===== config.mk =====
export PLATFORM = sky130hd
export DESIGN_NAME = monotonize_arbiter_flat
export DESIGN_NICKNAME = d
export VERILOG_FILES = /design/src/rtl/monotonize_arbiter_if.sv /design/src/rtl/monotonize_arbiter.sv /design/src/flat_wrapper.sv
export SDC_FILE = /design/constraint.sdc
export NUM_CORES = 1
export LEC_CHECK = 0
export CORE_AREA = 2 2 267 269
export CTS_BUF_LIST = sky130_fd_sc_hd__clkbuf_4 sky130_fd_sc_hd__clkbuf_8
export DETAILED_ROUTE_END_ITERATION = 10
export DIE_AREA = 0 0 269 271
export HOLD_SLACK_MARGIN = 0.06
export PLACE_DENSITY = 0.64
export SLEW_MARGIN = 30
export SYNTH_ARGS = -nofsm -noshare
export SYNTH_HDL_FRONTEND = slang
export SYNTH_SLANG_ARGS = --single-unit

===== constraint.sdc =====
create_clock -name clk -period 9.8 [get_ports clk]
set_clock_uncertainty 0.05 [all_clocks]
set_input_delay 0.98 -clock clk [delete_from_list [all_inputs] [get_ports clk]]
set_output_delay 0.98 -clock clk [all_outputs]
set_load 0.02 [all_outputs]

===== src/rtl/monotonize_arbiter_if.sv =====
`default_nettype none
// ============================================================================
// Module      : monotonize_arbiter_if
// Description : Request/result bundle for the monotonize arbiter. The
//               requester side (master) drives the request vectors. The
//               arbiter side (slave) returns grants, tagged results and
//               status.
// Revision    : 1.0 - initial release
// ============================================================================
interface monotonize_arbiter_if #(
    parameter int NUM_REQ = 4,
    parameter int ID_W    = 2
);
    logic [NUM_REQ-1:0]     req_valid;
    logic [NUM_REQ-1:0]     req_dir;
    logic [NUM_REQ*128-1:0] req_data;
    logic [NUM_REQ-1:0]     req_ready;
    logic                   out_valid;
    logic [ID_W-1:0]        out_id;
    logic                   out_dir;
    logic [127:0]           out_data;
    logic                   busy;
    logic [31:0]            issue_count;

    modport master (
        output req_valid, req_dir, req_data,
        input  req_ready, out_valid, out_id, out_dir, out_data, busy, issue_count
    );

    modport slave (
        input  req_valid, req_dir, req_data,
        output req_ready, out_valid, out_id, out_dir, out_data, busy, issue_count
    );
endinterface
`default_nettype wire


===== src/rtl/monotonize_arbiter.sv =====
`default_nettype none
// ============================================================================
// Module      : monotonize_arbiter
// Description : Round-robin scheduler that shares a 1-stage up-monotonizer and
//               a 2-stage down-monotonizer among NUM_REQ requesters. Results
//               return on one registered, tagged bus. An up request whose
//               turn comes right after a down acceptance gets one bubble, so
//               the two cores never finish on the same edge.
// Revision    : 1.0 - initial release
// ============================================================================
module monotonize_arbiter #(
    parameter int NUM_REQ = 4,
    parameter int ID_W    = 2
) (
    input  wire                    clk,
    input  wire                    rst,
    monotonize_arbiter_if.slave    bus
);

    localparam int c_ptr_w = (NUM_REQ > 1) ? $clog2(NUM_REQ) : 1;

    // ------------------------------------------------------------------
    // Subset-sum (zeta) transforms over the 7-bit index of a 128-entry
    // truth table. Each pass over bit b merges a pair of entries that
    // differ only in bit b. Passes lo..hi may be split across stages.
    // ------------------------------------------------------------------
    function automatic logic [127:0] f_zeta_up(input logic [127:0] x,
                                               input int lo, input int hi);
        logic [127:0] r;
        logic [6:0]   jj;
        logic [6:0]   msk;
        r = x;
        for (int b = lo; b <= hi; b++) begin
            msk = 7'd1 << b;
            for (int j = 0; j < 128; j++) begin
                jj = 7'(j);
                // Entry with bit b set absorbs its partner with bit b clear.
                if ((jj & msk) != 7'd0) begin
                    r[jj] = r[jj] | r[jj & ~msk];
                end
            end
        end
        return r;
    endfunction

    function automatic logic [127:0] f_zeta_down(input logic [127:0] x,
                                                 input int lo, input int hi);
        logic [127:0] r;
        logic [6:0]   jj;
        logic [6:0]   msk;
        r = x;
        for (int b = lo; b <= hi; b++) begin
            msk = 7'd1 << b;
            for (int j = 0; j < 128; j++) begin
                jj = 7'(j);
                // Entry with bit b clear absorbs its partner with bit b set.
                if ((jj & msk) == 7'd0) begin
                    r[jj] = r[jj] | r[jj | msk];
                end
            end
        end
        return r;
    endfunction

    // ------------------------------------------------------------------
    // State
    // ------------------------------------------------------------------
    logic [c_ptr_w-1:0] rr_ptr_q,      rr_ptr_d;
    logic               down_last_q,   down_last_d;
    logic [31:0]        issue_count_q, issue_count_d;

    logic               up_vld_q,  up_vld_d;
    logic [ID_W-1:0]    up_id_q,   up_id_d;
    logic [127:0]       up_data_q, up_data_d;

    logic               dn1_vld_q,  dn1_vld_d;
    logic [ID_W-1:0]    dn1_id_q,   dn1_id_d;
    logic [127:0]       dn1_data_q, dn1_data_d;

    logic               dn2_vld_q,  dn2_vld_d;
    logic [ID_W-1:0]    dn2_id_q,   dn2_id_d;
    logic [127:0]       dn2_data_q, dn2_data_d;

    logic               out_valid_q, out_valid_d;
    logic [ID_W-1:0]    out_id_q,    out_id_d;
    logic               out_dir_q,   out_dir_d;
    logic [127:0]       out_data_q,  out_data_d;

    // ------------------------------------------------------------------
    // Arbitration wires
    // ------------------------------------------------------------------
    logic               w_cand_found;
    logic [c_ptr_w-1:0] w_cand;
    logic               w_cand_dir;
    logic [127:0]       w_gnt_data;
    logic [NUM_REQ-1:0] w_ready;
    logic               w_accept;

    // Pick the first valid requester at or after rr_ptr and decide whether it
    // may be granted this cycle (an up right after a down must wait one).
    always_comb begin : p_arbiter
        int idx;
        w_cand_found = 1'b0;
        w_cand       = '0;
        w_ready      = '0;
        idx          = 0;
        for (int k = 0; k < NUM_REQ; k++) begin
            idx = int'(rr_ptr_q) + k;
            if (idx >= NUM_REQ) begin
                idx = idx - NUM_REQ;
            end
            if (!w_cand_found && bus.req_valid[idx]) begin
                w_cand_found = 1'b1;
                w_cand       = c_ptr_w'(idx);
            end
        end
        w_cand_dir = bus.req_dir[w_cand];
        w_gnt_data = bus.req_data[128*int'(w_cand) +: 128];
        if (!rst && w_cand_found && !(!w_cand_dir && down_last_q)) begin
            w_ready[w_cand] = 1'b1;
        end
        w_accept = |(bus.req_valid & w_ready);
    end

    // Next-state for pointer, collision flag, counter, tag pipes and output.
    always_comb begin : p_next
        rr_ptr_d      = rr_ptr_q;
        issue_count_d = issue_count_q;
        down_last_d   = w_accept && w_cand_dir;

        if (w_accept) begin
            issue_count_d = issue_count_q + 32'd1;
            if (int'(w_cand) == NUM_REQ - 1) begin
                rr_ptr_d = '0;
            end else begin
                rr_ptr_d = w_cand + c_ptr_w'(1);
            end
        end

        up_vld_d  = w_accept && !w_cand_dir;
        up_id_d   = ID_W'(w_cand);
        dn1_vld_d = w_accept && w_cand_dir;
        dn1_id_d  = ID_W'(w_cand);
        dn2_vld_d = dn1_vld_q;
        dn2_id_d  = dn1_id_q;

        // The bubble rule guarantees at most one final stage is valid.
        out_valid_d = 1'b0;
        out_id_d    = out_id_q;
        out_dir_d   = out_dir_q;
        out_data_d  = out_data_q;
        if (dn2_vld_q) begin
            out_valid_d = 1'b1;
            out_id_d    = dn2_id_q;
            out_dir_d   = 1'b1;
            out_data_d  = dn2_data_q;
        end else if (up_vld_q) begin
            out_valid_d = 1'b1;
            out_id_d    = up_id_q;
            out_dir_d   = 1'b0;
            out_data_d  = up_data_q;
        end
    end

    // Core datapaths: granted data feeds both cores every cycle; the tag
    // pipes decide which result is real. Down work is split 4 + 3 passes.
    always_comb begin : p_cores
        up_data_d  = f_zeta_up(w_gnt_data, 0, 6);
        dn1_data_d = f_zeta_down(w_gnt_data, 0, 3);
        dn2_data_d = f_zeta_down(dn1_data_q, 4, 6);
    end

    // Control and output registers, cleared immediately on reset.
    always_ff @(posedge clk or posedge rst) begin : p_ctrl_regs
        if (rst) begin
            rr_ptr_q      <= '0;
            down_last_q   <= 1'b0;
            issue_count_q <= 32'd0;
            up_vld_q      <= 1'b0;
            up_id_q       <= '0;
            dn1_vld_q     <= 1'b0;
            dn1_id_q      <= '0;
            dn2_vld_q     <= 1'b0;
            dn2_id_q      <= '0;
            out_valid_q   <= 1'b0;
            out_id_q      <= '0;
            out_dir_q     <= 1'b0;
            out_data_q    <= 128'd0;
        end else begin
            rr_ptr_q      <= rr_ptr_d;
            down_last_q   <= down_last_d;
            issue_count_q <= issue_count_d;
            up_vld_q      <= up_vld_d;
            up_id_q       <= up_id_d;
            dn1_vld_q     <= dn1_vld_d;
            dn1_id_q      <= dn1_id_d;
            dn2_vld_q     <= dn2_vld_d;
            dn2_id_q      <= dn2_id_d;
            out_valid_q   <= out_valid_d;
            out_id_q      <= out_id_d;
            out_dir_q     <= out_dir_d;
            out_data_q    <= out_data_d;
        end
    end

    // Core data registers carry no reset; their contents are qualified by tags.
    always_ff @(posedge clk) begin : p_data_regs
        up_data_q  <= up_data_d;
        dn1_data_q <= dn1_data_d;
        dn2_data_q <= dn2_data_d;
    end

    assign bus.req_ready   = w_ready;
    assign bus.out_valid   = out_valid_q;
    assign bus.out_id      = out_id_q;
    assign bus.out_dir     = out_dir_q;
    assign bus.out_data    = out_data_q;
    assign bus.issue_count = issue_count_q;
    assign bus.busy        = up_vld_q | dn1_vld_q | dn2_vld_q | out_valid_q;

endmodule
`default_nettype wire


===== src/flat_wrapper.sv =====
// flat-port wrapper written by rule: the top's interface ports become plain ports
module monotonize_arbiter_flat 
#(
    parameter int NUM_REQ = 4,
    parameter int ID_W    = 2
)
  (clk, rst, bus_req_valid, bus_req_dir, bus_req_data, bus_req_ready, bus_out_valid, bus_out_id, bus_out_dir, bus_out_data, bus_busy, bus_issue_count);
  monotonize_arbiter_if #(.NUM_REQ(NUM_REQ), .ID_W(ID_W)) bus_i ();
  input  wire clk;
  input  wire rst;
  input wire logic [$bits(bus_i.req_valid)-1:0] bus_req_valid;
  input wire logic [$bits(bus_i.req_dir)-1:0] bus_req_dir;
  input wire logic [$bits(bus_i.req_data)-1:0] bus_req_data;
  output wire logic [$bits(bus_i.req_ready)-1:0] bus_req_ready;
  output wire logic [$bits(bus_i.out_valid)-1:0] bus_out_valid;
  output wire logic [$bits(bus_i.out_id)-1:0] bus_out_id;
  output wire logic [$bits(bus_i.out_dir)-1:0] bus_out_dir;
  output wire logic [$bits(bus_i.out_data)-1:0] bus_out_data;
  output wire logic [$bits(bus_i.busy)-1:0] bus_busy;
  output wire logic [$bits(bus_i.issue_count)-1:0] bus_issue_count;
  assign bus_i.req_valid = bus_req_valid;
  assign bus_i.req_dir = bus_req_dir;
  assign bus_i.req_data = bus_req_data;
  assign bus_req_ready = bus_i.req_ready;
  assign bus_out_valid = bus_i.out_valid;
  assign bus_out_id = bus_i.out_id;
  assign bus_out_dir = bus_i.out_dir;
  assign bus_out_data = bus_i.out_data;
  assign bus_busy = bus_i.busy;
  assign bus_issue_count = bus_i.issue_count;
  monotonize_arbiter #(.NUM_REQ(NUM_REQ), .ID_W(ID_W)) u_core (.clk(clk), .rst(rst), .bus(bus_i));
endmodule

======== Word level (Yosys, flattened, before mapping) ========
Index checks and enable logic that the tools add are counted.
cells by class
  $add $sub $neg .......................... 9
  magnitude comparators ................... 10
  eq/ne operators ......................... 1
  shift-type cells ........................ 1
  mux-type cells .......................... 38
  bitwise operators ....................... 780
  reductions and logical operators ........ 17
operator list
  kind                                                  number
  bitwise OR 1 bit                                      779
  indexed part select 512 x 10 -> 128 bit               1
  two-way mux 128 bit                                   2
  < comparator 32 x 4 -> 1 bit, second input constant   4
  two-way mux 32 bit                                    4
  >= comparator 32 x 4 -> 1 bit, second input constant  3
  subtractor 32 x 4 -> 32 bit, second input constant    3
  adder 32 x 1 -> 32 bit, second input constant         1
  two-way mux 1 bit                                     18
  two-way mux 2 bit                                     7
  binary-select mux 1 bit (select 2 bit)                5
  logical AND 1 bit                                     9
  adder 2 x 2 -> 3 bit, second input constant           2
  logical NOT 1 bit                                     6
  AND 4 bit                                             1
  two-way mux 4 bit                                     1
  OR reduction 4 bit                                    1
  subtractor 2 x 3 -> 4 bit, second input constant      1
  adder 2 x 1 -> 3 bit, second input constant           1
  >= comparator 2 x 3 -> 1 bit, second input constant   1
  < comparator 2 x 3 -> 1 bit, second input constant    1
  adder 2 x 1 -> 2 bit, second input constant           1
  demux 1 bit (select 2 bit)                            1
  == test 2 x 1 -> 1 bit, second input constant         1
  2 further kinds                                       2
storage, ports and cells
  register bits ........................... 557
  input bits .............................. 522
  output and inout port bits .............. 169
  word-level logic and storage cells ...... 870

======== Depth between registers and ports, before layout ========
  word-level depth ........................ 25
  mapped depth ............................ 16
  mapped depth without buffers ............ 11

======== Worst setup path after synthesis ========
Ideal clock, no wire load.
  path type ............................... input-to-reg
  start point ............................. in rst
  end point ............................... reg u_core.issue_count_q[29] (netlist: u_core.bus.issue_count[29])
  data arrival time ....................... 6.554 ns
  setup slack ............................. 3.066 ns
  stages .................................. 6
  path buffers ............................ 0
  cells stage by stage .................... inv_1 -> nand2_1 -> nor4_1 -> nor3b_2 -> nand3_1 -> xnor2_1
on the way
  cells in the longest elaborated chain, start to end .. 6
RTL lines
  element                         line                       text
  from (decl)                     flat_wrapper.sv:10         input wire rst;
  logical NOT 1 bit               monotonize_arbiter.sv:119  if (!rst && w_cand_found && !(!w_cand_dir && down_last_q)) begin
  logical AND 1 bit (2 in a row)  monotonize_arbiter.sv:119
  two-way mux 4 bit               monotonize_arbiter.sv:119
  AND 4 bit                       monotonize_arbiter.sv:122  w_accept = |(bus.req_valid & w_ready);
  OR reduction 4 bit              monotonize_arbiter.sv:122
  to (signal assigned)            monotonize_arbiter.sv:192  issue_count_q <= issue_count_d;
  to (decl)                       monotonize_arbiter.sv:70   logic [31:0] issue_count_q, issue_count_d;
No other way between the ends.
A chain may end at the register's enable or synchronous reset.

======== Worst setup path in the final report ========
  start point ............................. in bus_req_valid[1]
  end point ............................... out bus_req_ready[2]
on the way
  cells in the longest elaborated chain, start to end .. 20
  elaborated cells on any way between the ends .. 39
  those cells by class .................... order compare: 2; mux: 25; reduce/logical: 12
RTL lines
  element                                                                                          line                       text
  from (decl)                                                                                      flat_wrapper.sv:11         input wire logic [$bits(bus_i.req_valid)-1:0] bus_req_valid;
  parallel branches: the longest is 19 deep, another holds binary-select mux 1 bit (select 2 bit)  -
  two-way mux 4 bit (*)                                                                            monotonize_arbiter.sv:119
  to (decl)                                                                                        flat_wrapper.sv:14         output wire logic [$bits(bus_i.req_ready)-1:0] bus_req_ready;
Mark *: on every way between the ends. The select of a mux whose other input is x is not followed.

==> impl_metrics.csv <==
group,metric,value,unit
pwr,seq_power_share,32.7,%
worst_setup_path,crit_fanout,49,
detailed_routing,route.detailed.drc,0,
pwr,p_per_area,297.6,mW/mm²
clock_network,cts_buffer_depth,3,
layout,drive_gt1_share,13.61,%
synthesis,syn_nets,2860,
layout,stdcell_count,4034,
layout,area.sequential,0.01200,mm²
global_route,grt_usage,37.20,%
synthesis,synth-seq-cells,556,
detailed_routing,num_vias,22260,
pwr,sw_frac_of_total,43.12,%
timing,tightest_slew,1.127,ns
synthesis,ys_types,73,
synthesis,ys_top_cells_by_area,"dfxtp_1 32%, dfrtp_1 18%, mux2i_1 11%, nand2_1 3.7%, or2_2 3.3%",
timing,slew_headroom,24.55,%
clock_network,cts_tree,"built",
worst_setup_path,critPathArrivalTime,5.23,ns
worst_setup_path,critPathCaptureType,"output pin",
clock_network,clk_pin_slew,0.06,ns
pwr,power_frac_comb,44.9,%
pwr,p_switching,0.004300,W
timing,rsz0062_at_grt,"no",
global_route,grt_remaining_overflow,0,
timing,min_period,6.261,ns
pwr,ir_drop,0.0001312,V
synthesis,yosysSeqAreaShare,50.29,%
worst_setup_path,worstSetupStartpointType,"input port",
layout,final_core_util,48.01,%
die,rows,97,
global_route,grt_max_degree,124,
die,die_area,0.07290,mm²
placement,pre_cts_slack,3.177,ns
min_path,hold_path_class,"flip-flop to flip-flop",
worst_setup_path,critPathTopFamily,"buffers and inverters",
die,dieHeight,271,µm
clock_network,cts_setup_buffers,0,
global_route,antenna_found_initial,34,
placement,hpwl,115400,µm
run,cap_violations,0,
pwr,p_leak,12.55,nW
synthesis,synth_warnings,0,
clock_network,clock-sinks,556,
clock_network,cts_resized,0,
detailed_routing,ant_nets,0,
global_route,grt_pass1_wl,183900,µm
layout,area_growth,40.46,%
clock_network,hold_buffers,0,
outcome,status,"complete, no violations",
clock_network,cts-root-buf,"clkbuf_8",
timing,maxSlewViolCount,0,
synthesis,syn_area,0.02385,mm²
worst_setup_path,cp.required,8.77,ns
worst_setup_path,cp.buffers_inverters,5,
layout,nNetsFinal,3534,
timing,finalHoldViolCount,0,
timing,max_freq,159.7,MHz
synthesis,synth_edf_count,0,
pwr,power.share.clock,22.4,%
timing,fin_tns_setup,0,ns
placement,gp_congestion,1.112,
worst_setup_path,crit_path_top_delay_cell,"clkinv_2",
worst_setup_path,max_stage_delay,0.75,ns
synthesis,synthCells,2333,
detailed_routing,avgViaCountPerCell,5.519,
synthesis,async_flop_share,31.12,%
die,fp.dieW,269,µm
pwr,cellInternalPower,0.005672,W
synthesis,synth_flop_cell,"dfxtp_1",
clock_network,ctsHtreeMaxLevel,3,
worst_setup_path,critPathKind,"input port to output pin",
placement,dp.cells,3855,
timing,setup_slack,3.539,ns
layout,multi_input_area,0.01089,mm²
placement,io_buffers,690,
detailed_routing,totalWireLength,138100,µm
synthesis,synth_area_per_cell,10.22,µm²
placement,dpl_cell_area,0.03142,mm²
detailed_routing,firstDrtPassIters,5,
layout,final_cell_area,0.03350,mm²
clock_network,insertion_delay,0.71,ns
synthesis,yosysTopAreaCellShare,32.14,%
timing,period_share,63.89,%
timing,finalSetupViolations,0,
synthesis,yosysTopAreaCell,"dfxtp_1",
clock_network,cts_made_buffers,89,
detailed_routing,drt_iter0_markers,2577,
global_route,first_global_vias,22110,
worst_setup_path,cp_cell_sequence,"clkdlybuf4s50_1, nor2b_2, a211oi_2, buf_4, nor2_4, buf_4, clkinv_2, a211oi_1, or2_2, nand2_1, and3_1, clkdlybuf4s50_1",
die,io_pins,691,
die,coreArea,0.06979,mm²
detailed_routing,post_drt_wl_per_cell,34.24,µm
layout,nFillCells,6472,
die,start_util,34.18,%
==> placed cells by master, fill, tap and decap left out, drive strengths merged, types with 23 or more instances in the layout <==
| cell type | count |
|---|---|
| nor2 | 26 |
| a21boi | 88 |
| inv | 72 |
| a211oi | 91 |
| mux2 | 64 |
| or3 | 74 |
| nor4 | 26 |
| clkdlybuf4s50 | 690 |
| nand4 | 70 |
| o211ai | 29 |
| xnor2 | 26 |
| clkbuf | 144 |
| nand3 | 125 |
| o21ai | 150 |
| nand2 | 238 |
| mux2i | 255 |
| or2 | 128 |
| dfrtp | 173 |
| buf | 23 |
| dfxtp | 383 |
| and2 | 33 |
| and3 | 27 |
==> worst reg2reg max path, cell delays in order (launching register included) <==
cell,delay (ns)
dfrtp_1,0.44
nor2b_2,0.11
o21ai_4,0.42
and3_4,0.47
buf_4,0.71
nand3_1,0.38
a22oi_2,0.67
nand4_1,0.52
or3_4,0.54
or4_1,0.53
or4_1,0.51
==> cells in the mapped netlist (5+ instances only) <==
master       n
and2_1      33
buf_1        8
o211ai_1    29
a2bb2oi_2    5
nor2_1      25
buf_6       20
buf_4        8
and3_1      26
nand3_1    123
or2_2      125
mux2_2      64
xor2_1       5
clkbuf_1    70
a211oi_2    10
a211oi_1    80
inv_1       67
or3_1       73
nor3_1       8
mux2i_1    255
nand4b_1     5
nand2b_1    20
a21boi_0    87
nand2_1    238
o21a_1       6
a22oi_1      6
nor4_1      26
ha_1         5
or4_1        9
dfrtp_1    173
dfxtp_1    383
nand4_1     70
o21ai_0    149
buf_2       22
xnor2_1     26
o22a_1      15
==> area by class of cell <==
cell class | instances | share of cell area, %
well taps | 940 | 3.510
repair buffers | 713 | 21.22
diodes | 15 | 0.1120
inverters | 69 | 0.8141
clock inverters | 19 | 0.6909
multi-input cells | 1578 | 32.50
flip-flops and latches | 556 | 35.83
clock buffers | 144 | 5.318
==> flip-flops by register name, indices dropped and copies added (netlist names), 2 cells and up <==
name                    cells
u_core.up_id_q              2
u_core.bus.issue_count     32
u_core.rr_ptr_q             2
u_core.dn2_data_q         128
u_core.bus.out_data       128
u_core.up_data_q          128
u_core.dn2_id_q             2
u_core.dn1_data_q         127
u_core.bus.out_id           2
==> path summary, 6_finish.rpt <==
path,start,end,slack [ns],cells after the start
worst max register to register,u_core.rr_ptr_q[0],u_core.up_data_q[127],4.28,10
worst min-delay path,u_core.up_id_q[0],u_core.dn2_id_q[0],0.34,0
max in group asynchronous,rst,u_core.bus.out_data[114],7.02,4
min in group asynchronous,rst,u_core.bus.issue_count[19],0.75,2
worst min register to register,u_core.up_id_q[0],u_core.dn2_id_q[0],0.34,0
worst max-delay path,bus_req_valid[1],bus_req_ready[2],3.54,12
==> metal layers <==
layer | vias up | GRT usage [%] | share of wire [%]
li1 | 9702 | - | -
met1 | 11080 | 50.54 | 43
met5 | - | 0 | 0.017
met3 | 190 | 9.484 | 8.9
met4 | 4 | 15.20 | 4.1
met2 | 1283 | 56.00 | 45
==> power groups by stage <==
stage / clock (W) / combinational (W) / sequential (W)
floorplan: 0 / 0.00207 / 0.00337
global placement: 0 / 0.00434 / 0.00328
detailed placement: 0 / 0.00436 / 0.00329
CTS: 0.00225 / 0.00437 / 0.00325
global route: 0.00236 / 0.00464 / 0.00329
finish: 0.00224 / 0.00448 / 0.00326
==> stage by stage <==
step | total power, W | hold WS [ns]
final | 0.009972 | 0.3409
after global routing | 0.01029 | 0.3496
after CTS | 0.009876 | 0.3373
after detailed placement | 0.007653 | 0.3225
after global placement | 0.007626 | 0.3199
after floorplan | 0.005442 | 0.2999
==> logic make-up (layout without fill, tap and decap cells) <==
kind of cell	Yosys count	after routing	synth area share (%)
adder cells (fa/ha/maj)	5	5	0.2623
flip-flops	556	556	50.29
buffers and inverters	199	945	4.107
other	0	15	0
multiplexers	319	319	13.72
XOR/XNOR	31	31	1.138
AND/OR/NAND/NOR	808	808	18.21
AO/OA/AOI/OAI	415	415	12.27
(Power assumes the default switching activity.)
